File: config.mk
export PLATFORM = sky130hd
export DESIGN_NAME = conv3x3_bin
export DESIGN_NICKNAME = d
export VERILOG_FILES = /design/src/rtl/conv3x3_bin.sv
export SDC_FILE = /design/constraint.sdc
export NUM_CORES = 1
export LEC_CHECK = 0
export ABC_AREA = 1
export CAP_MARGIN = 0
export CORE_MARGIN = 3
export CORE_UTILIZATION = 55
export CTS_BUF_LIST = sky130_fd_sc_hd__clkbuf_16
export CTS_CLUSTER_DIAMETER = 60
export DETAILED_ROUTE_END_ITERATION = 12
export GPL_TIMING_DRIVEN = 0
export PLACE_DENSITY = 0.79
export RECOVER_POWER = 25
export SETUP_SLACK_MARGIN = 0.02
export SLEW_MARGIN = 10
export SYNTH_ARGS = -nofsm -noshare
export SYNTH_HDL_FRONTEND = slang
export SYNTH_SLANG_ARGS = --single-unit
File: constraint.sdc
create_clock -name clk -period 10.8 [get_ports clk]
set_input_delay 1.62 -clock clk [delete_from_list [all_inputs] [get_ports clk]]
set_output_delay 1.62 -clock clk [all_outputs]
set_load 0.01 [all_outputs]
File: src/rtl/conv3x3_bin.sv
// Sequential 3x3 binary-image convolution: one thresholded window sum per cycle into a 6x6 map
// held under valid/ready. Optional abort input is enabled with `define CONV3X3_ABORT_EN.
module conv3x3_bin #(
  parameter logic signed [7:0] THRESHOLD = 8'sd0
) (
  input  logic        clk,
  input  logic        rst_n,
  input  logic        start,
  input  logic [63:0] image_in,
  input  logic [35:0] kernel_in,
  output logic        busy,
  output logic        out_valid,
  input  logic        out_ready,
`ifdef CONV3X3_ABORT_EN
  input  logic        abort,
`endif
  output logic [35:0] feature_map_out
);

  typedef enum logic [1:0] {StIdle, StRun, StDone} state_e;

  state_e      state_q, state_d;
  logic [63:0] image_q, image_d;
  logic [35:0] kernel_q, kernel_d;
  logic [35:0] fmap_q, fmap_d;
  logic [2:0]  row_q, row_d;
  logic [2:0]  col_q, col_d;
  logic        busy_q, busy_d;
  logic        valid_q, valid_d;
  logic        abort_w;

`ifdef CONV3X3_ABORT_EN
  assign abort_w = abort;
`else
  assign abort_w = 1'b0;
`endif

  logic signed [7:0] win_sum;
  logic [5:0]        pix_idx;
  logic [3:0]        wt;
  logic [5:0]        pos_idx;
  logic              pos_bit;

  // Window at (row_q, col_q); row+kr and col+kc never exceed 7, so 3-bit sums cannot wrap.
  always_comb begin
    win_sum = '0;
    pix_idx = '0;
    wt      = '0;
    for (int kr = 0; kr < 3; kr++) begin
      for (int kc = 0; kc < 3; kc++) begin
        pix_idx = {row_q + 3'(kr), col_q + 3'(kc)};
        wt      = kernel_q[4*(kr*3+kc) +: 4];
        if (image_q[pix_idx]) begin
          win_sum = win_sum + $signed({{4{wt[3]}}, wt});
        end
      end
    end
  end

  assign pos_idx = ({3'b000, row_q} * 6'd6) + {3'b000, col_q};
  assign pos_bit = (win_sum > THRESHOLD);

  always_comb begin
    state_d  = state_q;
    image_d  = image_q;
    kernel_d = kernel_q;
    fmap_d   = fmap_q;
    row_d    = row_q;
    col_d    = col_q;
    busy_d   = busy_q;
    valid_d  = valid_q;

    unique case (state_q)
      StIdle: begin
        if (start && !abort_w) begin
          image_d  = image_in;
          kernel_d = kernel_in;
          fmap_d   = '0;
          row_d    = '0;
          col_d    = '0;
          busy_d   = 1'b1;
          state_d  = StRun;
        end
      end
      StRun: begin
        fmap_d[pos_idx] = pos_bit;
        if (col_q == 3'd5) begin
          col_d = '0;
          if (row_q == 3'd5) begin
            valid_d = 1'b1;
            state_d = StDone;
          end else begin
            row_d = row_q + 3'd1;
          end
        end else begin
          col_d = col_q + 3'd1;
        end
      end
      StDone: begin
        // start arriving with the handshake is deliberately dropped.
        if (out_ready) begin
          busy_d  = 1'b0;
          valid_d = 1'b0;
          state_d = StIdle;
        end
      end
      default: begin
        state_d = StIdle;
      end
    endcase

    // Abort wins over both the pipeline advance and the output handshake.
    if (abort_w && (state_q != StIdle)) begin
      state_d = StIdle;
      fmap_d  = '0;
      row_d   = '0;
      col_d   = '0;
      busy_d  = 1'b0;
      valid_d = 1'b0;
    end
  end

  always_ff @(posedge clk or negedge rst_n) begin
    if (!rst_n) begin
      state_q  <= StIdle;
      image_q  <= '0;
      kernel_q <= '0;
      fmap_q   <= '0;
      row_q    <= '0;
      col_q    <= '0;
      busy_q   <= 1'b0;
      valid_q  <= 1'b0;
    end else begin
      state_q  <= state_d;
      image_q  <= image_d;
      kernel_q <= kernel_d;
      fmap_q   <= fmap_d;
      row_q    <= row_d;
      col_q    <= col_d;
      busy_q   <= busy_d;
      valid_q  <= valid_d;
    end
  end

  assign busy            = busy_q;
  assign out_valid       = valid_q;
  assign feature_map_out = fmap_q;

  a_valid_implies_busy: assert property (@(posedge clk) disable iff (!rst_n)
    valid_q |-> busy_q);
  a_map_stable_in_done: assert property (@(posedge clk) disable iff (!rst_n)
    (valid_q && !out_ready && !abort_w) |=> (valid_q && $stable(fmap_q)));
  a_counters_in_range: assert property (@(posedge clk) disable iff (!rst_n)
    (row_q <= 3'd5) && (col_q <= 3'd5));

endmodule

==> qor.csv, run 1 <==
stage;metric;value;unit
die;start_util;56.4;%
logic_synthesis;syn-cell-area;11100;um2
logic_synthesis;synth_fa_ha_area_share;9.12;%
setup_path;path_max_fanout;10;
grt;grt_pass1_wl;53400;um
sta;fmax;97.7;MHz
placed_design;gp_congestion;0.952;
sta;period_needed;10.24;ns
placed_design;placed_cells;2043;
final_layout;nets;1986;
detailed_routing;antenna_left;0;
logic_synthesis;post-synth-top-count-cell;nand2_1;
setup_path;critPathArrivalTime;10.61;ns
setup_path;crit_start;col_q[1]$_DFFE_PN0P_;
detailed_routing;first_pass_iters;6;
logic_synthesis;yosys_warnings;0;
logic_synthesis;syn_inst;1636;
setup_path;r2r_start;col_q[1]$_DFFE_PN0P_;
setup_path;criticalPathCategory;reg2reg;
logic_synthesis;synth_edf_count;0;
setup_path;cpMostUsedCell;nand2_1;
cts;htreeDepth;4;
cts;clockBufferDepth;2;
setup_path;cp_data_required_time;11.17;ns
die;fp.coreArea;19600;um2
min_path;worstHoldStart;kernel_q[1]$_DFFE_PN0P_;
logic_synthesis;synth-simple-area-share;36.4;%
sta;finalHoldViolCount;0;
detailed_routing;drc;0;
logic_synthesis;yosysTopAreaCellShare;33.0;%
logic_synthesis;synthXorXnorAreaFrac;2.68;%
logic_synthesis;syn-num-nets;1814;
setup_path;crit_path_start_kind;flop;
run_status;status;finished with violations;
grt;grt_max_degree;83;
sta;tns;0;ns
logic_synthesis;synthFlopType;dfrtp_1;
flow_run;maxCapViolCount;2;
logic_synthesis;yosysUniqueCellTypes;44;
grt;track_usage;30.6;%
logic_synthesis;ys_seq_area_share;33.0;%
logic_synthesis;yosysTopAreaCell;dfrtp_1;
logic_synthesis;synthMuxAreaShare;0;%
die;ios;142;
detailed_routing;wire_per_inst;16.2;um
final_layout;fin_cells;2086;
final_layout;area_growth;23.7;%
final_layout;final_area;13700;um2
sta;final.setup_skew;0.00914;ns
logic_synthesis;synth_top_family_by_area;simple AND/OR/NAND/NOR gates;
sta;period_share;94.8;%
setup_path;cp_slowest_cell;dfrtp_2;
sta;final_max_slew_viol_count;149;
cts;clock_latency;0.43;ns
cts;clk_pin_slew;0.07;ns
logic_synthesis;netlist_top_cells_area;dfrtp_1 (33%), nand2_1 (21%), nand3_1 (8.2%), ha_1 (7.1%), inv_1 (4.4%);
placed_design;place_area;12800;um2
grt;grt_pass1_vias;10800;
detailed_routing;drt_wl_total;33800;um
final_layout;num_antenna_cells;0;
sta;relSlewSlack;-202;%
detailed_routing;viasPerCell;5.53;
min_path;hp-class;reg2reg;
placed_design;io_buffer_count;141;
grt;antenna_found_initial;0;
setup_path;slowest_delay;0.56;ns
final_layout;drive_above_1_share;7.36;%
die;die_x;148;um
logic_synthesis;synth-compound-area-share;11.0;%
logic_synthesis;synth_area_per_cell;6.76;um2
logic_synthesis;synth-seq-cells;146;
die;rows;51;
placed_design;hpwl;25000;um
logic_synthesis;synth_common_cells;nand2_1 (628), nand3_1 (182), dfrtp_1 (146);
setup_path;endpoint_kind;flop;
detailed_routing;drtIter0Drc;913;
die;die_y;148;um
logic_synthesis;async_flop_share;100;%
cts;cts_buffers;17;
grt;grt-ovfl-total;0;
run_status;violations;capacitance limit, slew limit;
die;die_area;21800;um2
cts;cts.sinks;146;
sta;whs;0.480;ns
sta;worst_pin_slew;4.54;ns
detailed_routing;via_count;11500;
sta;finalSetupViolCount;0;
cts;cts_root_buf;clkbuf_16;
cts;tritoncts;yes;
-- through the flow --
step	setup WS, ns	util (%)
floorplan	1.37	-
global placement	0.204	65.3
detailed placement	0.0357	65.5
CTS	0.0731	68.5
global route	-0.0109	69.8
finish	0.562	69.8
-- cell type report --
class                   instances  area, um2
clock inverters                15        159
fillers                      1667       5910
flip-flops and latches        146       3660
plain buffers                  65        349
well taps                     265        332
repair buffers                152       1500
inverters                     144        554
multi-input cells            1282       6710
clock buffers                  17        425
-- critical path: cells and delay by family, from the launching register on --
kind / cells / cell delay, ns
AOI/OAI and AO/OA: 7 / 1.01
xor gates and xnor gates: 2 / 0.30
adders and majority gates: 9 / 3.44
buffers and inverters: 14 / 1.61
DFF: 1 / 0.56
and+or+nand+nor: 28 / 3.20
-- path summary, 6_finish.rpt --
| path | endpoint | slack [ns] | depth (start not counted) |
|---|---|---|---|
| max in group asynchronous | col_q[2]$_DFFE_PN0P_ | 2.56 | 2 |
| max reg2reg | feature_map_out[32]$_DFFE_PN0P_ | 0.56 | 60 |
| max | feature_map_out[32]$_DFFE_PN0P_ | 0.56 | 60 |
| min reg2reg | kernel_q[1]$_DFFE_PN0P_ | 0.48 | 2 |
| min | kernel_q[1]$_DFFE_PN0P_ | 0.48 | 2 |
| min in group asynchronous | feature_map_out[17]$_DFFE_PN0P_ | 2.33 | 1 |
-- registers in the layout, summed over array words and instances (netlist names) --
register and count:
image_q 64, col_q 3, kernel_q 36, state_q 2, row_q 3, busy 1
out_valid 1, feature_map_out 36
-- routing by layer --
layer,track usage (%),up-vias,routed length [um]
met2,49.0,459,15500
met5,0,-,0
met1,40.7,5325,14600
met4,12.5,0,1160
met3,6.25,84,2520
li1,-,5665,-
-- cell usage in the layout, fill, tap and decap left out, types with 9 or more instances in the layout --
| cell | netlist | final |
|---|---|---|
| clkdlybuf4s50_1 | 0 | 140 |
| nor2_1 | 91 | 85 |
| fa_1 | 11 | 9 |
| xnor2_1 | 16 | 14 |
| o21ai_0 | 70 | 66 |
| dfrtp_1 | 146 | 143 |
| a21oi_1 | 61 | 59 |
| nand2_1 | 628 | 625 |
| clkbuf_1 | 37 | 38 |
| inv_1 | 131 | 133 |
| o211ai_1 | 39 | 39 |
| o22ai_1 | 14 | 14 |
| clkbuf_16 | 0 | 17 |
| buf_2 | 15 | 11 |
| nand3_1 | 182 | 182 |
| o21ai_1 | 8 | 10 |
| ha_1 | 63 | 59 |
| buf_4 | 6 | 14 |
| or2_2 | 18 | 18 |
| nor3_1 | 11 | 11 |
| xor2_1 | 16 | 16 |
| and2_1 | 12 | 12 |
-- logic make-up (layout without fill, tap and decap cells) --
group,after synthesis,in the layout
AND/OR/NAND/NOR,965,966
adder cells (fa/ha/maj),74,74
buffers and inverters,209,393
flip-flops,146,146
XOR/XNOR,33,33
AO/OA/AOI/OAI,209,209
-- what timing repair did --
action / 4_1_cts / 5_1_grt
gates resized for setup: 1 / 56
pin swaps: 0 / 2
setup endpoints to repair: 30 / 36
endpoints found under the hold margin: 0 / 0
cloned: 0 / 1
hold buffers: 0 / 0
buffers inserted: 0 / 10
Power of run 1 is left out: the tool's default activity adds up to more than one toggle a clock period on the data nets, which glitch-free logic cannot reach.
==> run 2: changes to the inputs <==
--- a/config.mk
+++ b/config.mk
@@ -7,7 +7,7 @@
 export LEC_CHECK = 0
 export ABC_AREA = 1
 export CAP_MARGIN = 0
-export CORE_MARGIN = 3
+export CORE_MARGIN = 1
 export CORE_UTILIZATION = 55
 export CTS_BUF_LIST = sky130_fd_sc_hd__clkbuf_16
 export CTS_CLUSTER_DIAMETER = 60
==> constraint.sdc (replaced) <==
create_clock -name clk -period 13.25 [get_ports clk]
set_input_delay 1.9875 -clock clk [delete_from_list [all_inputs] [get_ports clk]]
set_output_delay 1.9875 -clock clk [all_outputs]
set_load 0.01 [all_outputs]
==> qor.csv, run 2 (synthesis results as in run 1) <==
stage;metric;value;unit;change
run_status;status;finished with violations;;
run_status;violations;capacitance limit, slew limit;;
min_path;hold_end;kernel_q[2]$_DFFE_PN0P_;;
detailed_routing;wire_per_inst;15.7;um;-3.1%
cts;htreeDepth;4;;unchanged
detailed_routing;drtIter0Drc;769;;-16%
setup_path;cp_slowest_cell;fa_1;;
final_layout;final_cell_mix;nand2_1 (628), nand3_1 (182), dfrtp_1 (146), clkdlybuf4s50_1 (139), inv_1 (131);;
min_path;hp-class;reg2reg;;
detailed_routing;via_count;11400;;-0.82%
sta;tns;0;ns;unchanged
min_path;worstHoldStart;kernel_q[2]$_DFFE_PN0P_;;
setup_path;cp_num_buf_inv;11;;-3
setup_path;crit_family;simple AND/OR/NAND/NOR gates;;
cts;cts.sinks;146;;unchanged
placed_design;hpwl;24600;um;-1.6%
setup_path;crit_path_start_kind;flop;;
final_layout;area_growth;21.0;%;
sta;fmax;91.2;MHz;-6.7%
grt;grt_max_degree;76;;-8.4%
cts;cts_setup_buffers;0;;unchanged
final_layout;top_register;image_q;;
setup_path;slowest_delay;0.51;ns;-0.05 ns
sta;period_share;82.8;%;-12 points
sta;worst_pin_slew;4.06;ns;-0.480 ns
sta;period_needed;10.97;ns;+0.730 ns
placed_design;placed_cells;2043;;unchanged
cts;cts_root_buf;clkbuf_16;;
grt;grt_pass1_vias;10500;;-3.0%
setup_path;cpMostUsedCell;nand2_1;;
placed_design;io_buffer_count;141;;unchanged
sta;final_max_slew_viol_count;149;;unchanged
die;start_util;56.4;%;unchanged
grt;grt-ovfl-total;0;;unchanged
die;ios;142;;unchanged
setup_path;critPathArrivalTime;11.32;ns;+0.71 ns
detailed_routing;drc;0;;unchanged
sta;relSlewSlack;-170;%;+32 points
sta;finalSetupViolCount;0;;unchanged
cts;clock_latency;0.43;ns;about the same
cts;clockBufferDepth;2;;unchanged
setup_path;path_max_fanout;10;;unchanged
placed_design;gp_congestion;0.976;;+2.6%
cts;tritoncts;yes;;
cts;cts_resized;0;;-1
final_layout;drive_above_1_share;5.20;%;-2.2 points
setup_path;cp_data_required_time;13.61;ns;+2.44 ns
grt;track_usage;32.9;%;+2.3 points
die;rows;51;;unchanged
grt;grt_pass1_wl;52300;um;-2.0%
final_layout;fin_cells;2074;;-0.58%
setup_path;reg2reg_slack;2.28;ns;+1.72 ns
sta;finalHoldViolCount;0;;unchanged
die;die_y;144;um;-2.7%
cts;clk_pin_slew;0.06;ns;about the same
detailed_routing;first_pass_iters;5;;-1
setup_path;r2r-end;feature_map_out[27]$_DFFE_PN0P_;;
setup_path;criticalPathCategory;reg2reg;;
setup_path;endpoint_kind;flop;;
die;fp.coreArea;19600;um2;unchanged
setup_path;r2r_start;col_q[0]$_DFFE_PN0P_;;
grt;antenna_found_initial;0;;unchanged
setup_path;reg2reg_depth;64;;+6.7%
die;die_x;144;um;-2.7%
final_layout;nets;1975;;-0.55%
sta;grt_setup_unrepaired;no;;
final_layout;layout_commonest_cell;nand2_1;;
detailed_routing;drt_wl_total;32500;um;-3.7%
detailed_routing;antenna_left;0;;unchanged
die;die_area;20700;um2;-5.3%
detailed_routing;viasPerCell;5.51;;-0.25%
min_path;worstHoldPathCells;2;;unchanged
cts;cts_buffers;17;;unchanged
flow_run;maxCapViolCount;2;;unchanged
final_layout;largest_reg_flops;64;;unchanged
final_layout;num_antenna_cells;0;;unchanged
cts;cts_hold_buf;0;;unchanged
sta;final.setup_skew;0.0134;ns;+0.00429 ns
## run 2: final cells by class
| type | instances | area, um2 |
|---|---|---|
| Tap cell | 265 | 332 |
| Fill cell | 1759 | 6210 |
| Timing Repair Buffer | 142 | 1410 |
| Clock inverter | 14 | 155 |
| Buffer | 65 | 315 |
| Multi-Input combinational cell | 1281 | 6550 |
| Inverter | 144 | 543 |
| Clock buffer | 17 | 425 |
| Sequential cell | 146 | 3650 |
## run 2: worst max-delay path by stage
stage | start | to | slack (ns) | depth (start not counted)
after floorplan | col_q[1]$_DFFE_PN0P_ | feature_map_out[10]$_DFFE_PN0P_ | 3.82 | 65
after global placement | col_q[0]$_DFFE_PN0P_ | feature_map_out[5]$_DFFE_PN0P_ | 2.65 | 64
after detailed placement | col_q[0]$_DFFE_PN0P_ | feature_map_out[24]$_DFFE_PN0P_ | 2.45 | 64
after CTS | col_q[0]$_DFFE_PN0P_ | feature_map_out[32]$_DFFE_PN0P_ | 2.42 | 64
after global routing | col_q[0]$_DFFE_PN0P_ | feature_map_out[12]$_DFFE_PN0P_ | 1.53 | 64
final | col_q[0]$_DFFE_PN0P_ | feature_map_out[27]$_DFFE_PN0P_ | 2.28 | 64
## run 2: through the flow
stage / util, % / setup slack [ns] / hold WS, ns / area (um2)
floorplan: - / 3.82 / 0.449 / 11100
global placement: 65.3 / 2.65 / 0.465 / 12800
detailed placement: 65.5 / 2.45 / 0.466 / 12800
CTS: 68.5 / 2.42 / 0.482 / 13400
global route: 68.3 / 1.53 / 0.508 / 13400
finish: 68.3 / 2.28 / 0.478 / 13400
## run 2: routing by layer
| layer | vias up | routed length, um | part of all wire [%] | track usage, % |
|---|---|---|---|---|
| met5 | - | 0 | 0 | 0 |
| met4 | 0 | 1070 | 3.3 | 12.8 |
| met3 | 73 | 2290 | 7.0 | 5.70 |
| met2 | 442 | 14900 | 46 | 52.3 |
| met1 | 5307 | 14300 | 44 | 44.6 |
| li1 | 5616 | - | - | - |
## run 2: worst register-to-register path: cells and delay by family, from the launching register on
| family | cells | cell delay [ns] |
|---|---|---|
| and+or+nand+nor | 33 | 3.97 |
| adders and majority gates | 9 | 3.20 |
| AOI/OAI and AO/OA | 7 | 1.43 |
| buffers and inverters | 11 | 1.19 |
| xor gates and xnor gates | 4 | 0.62 |
| DFF | 1 | 0.47 |
Power of run 2 is left out for the same reason.
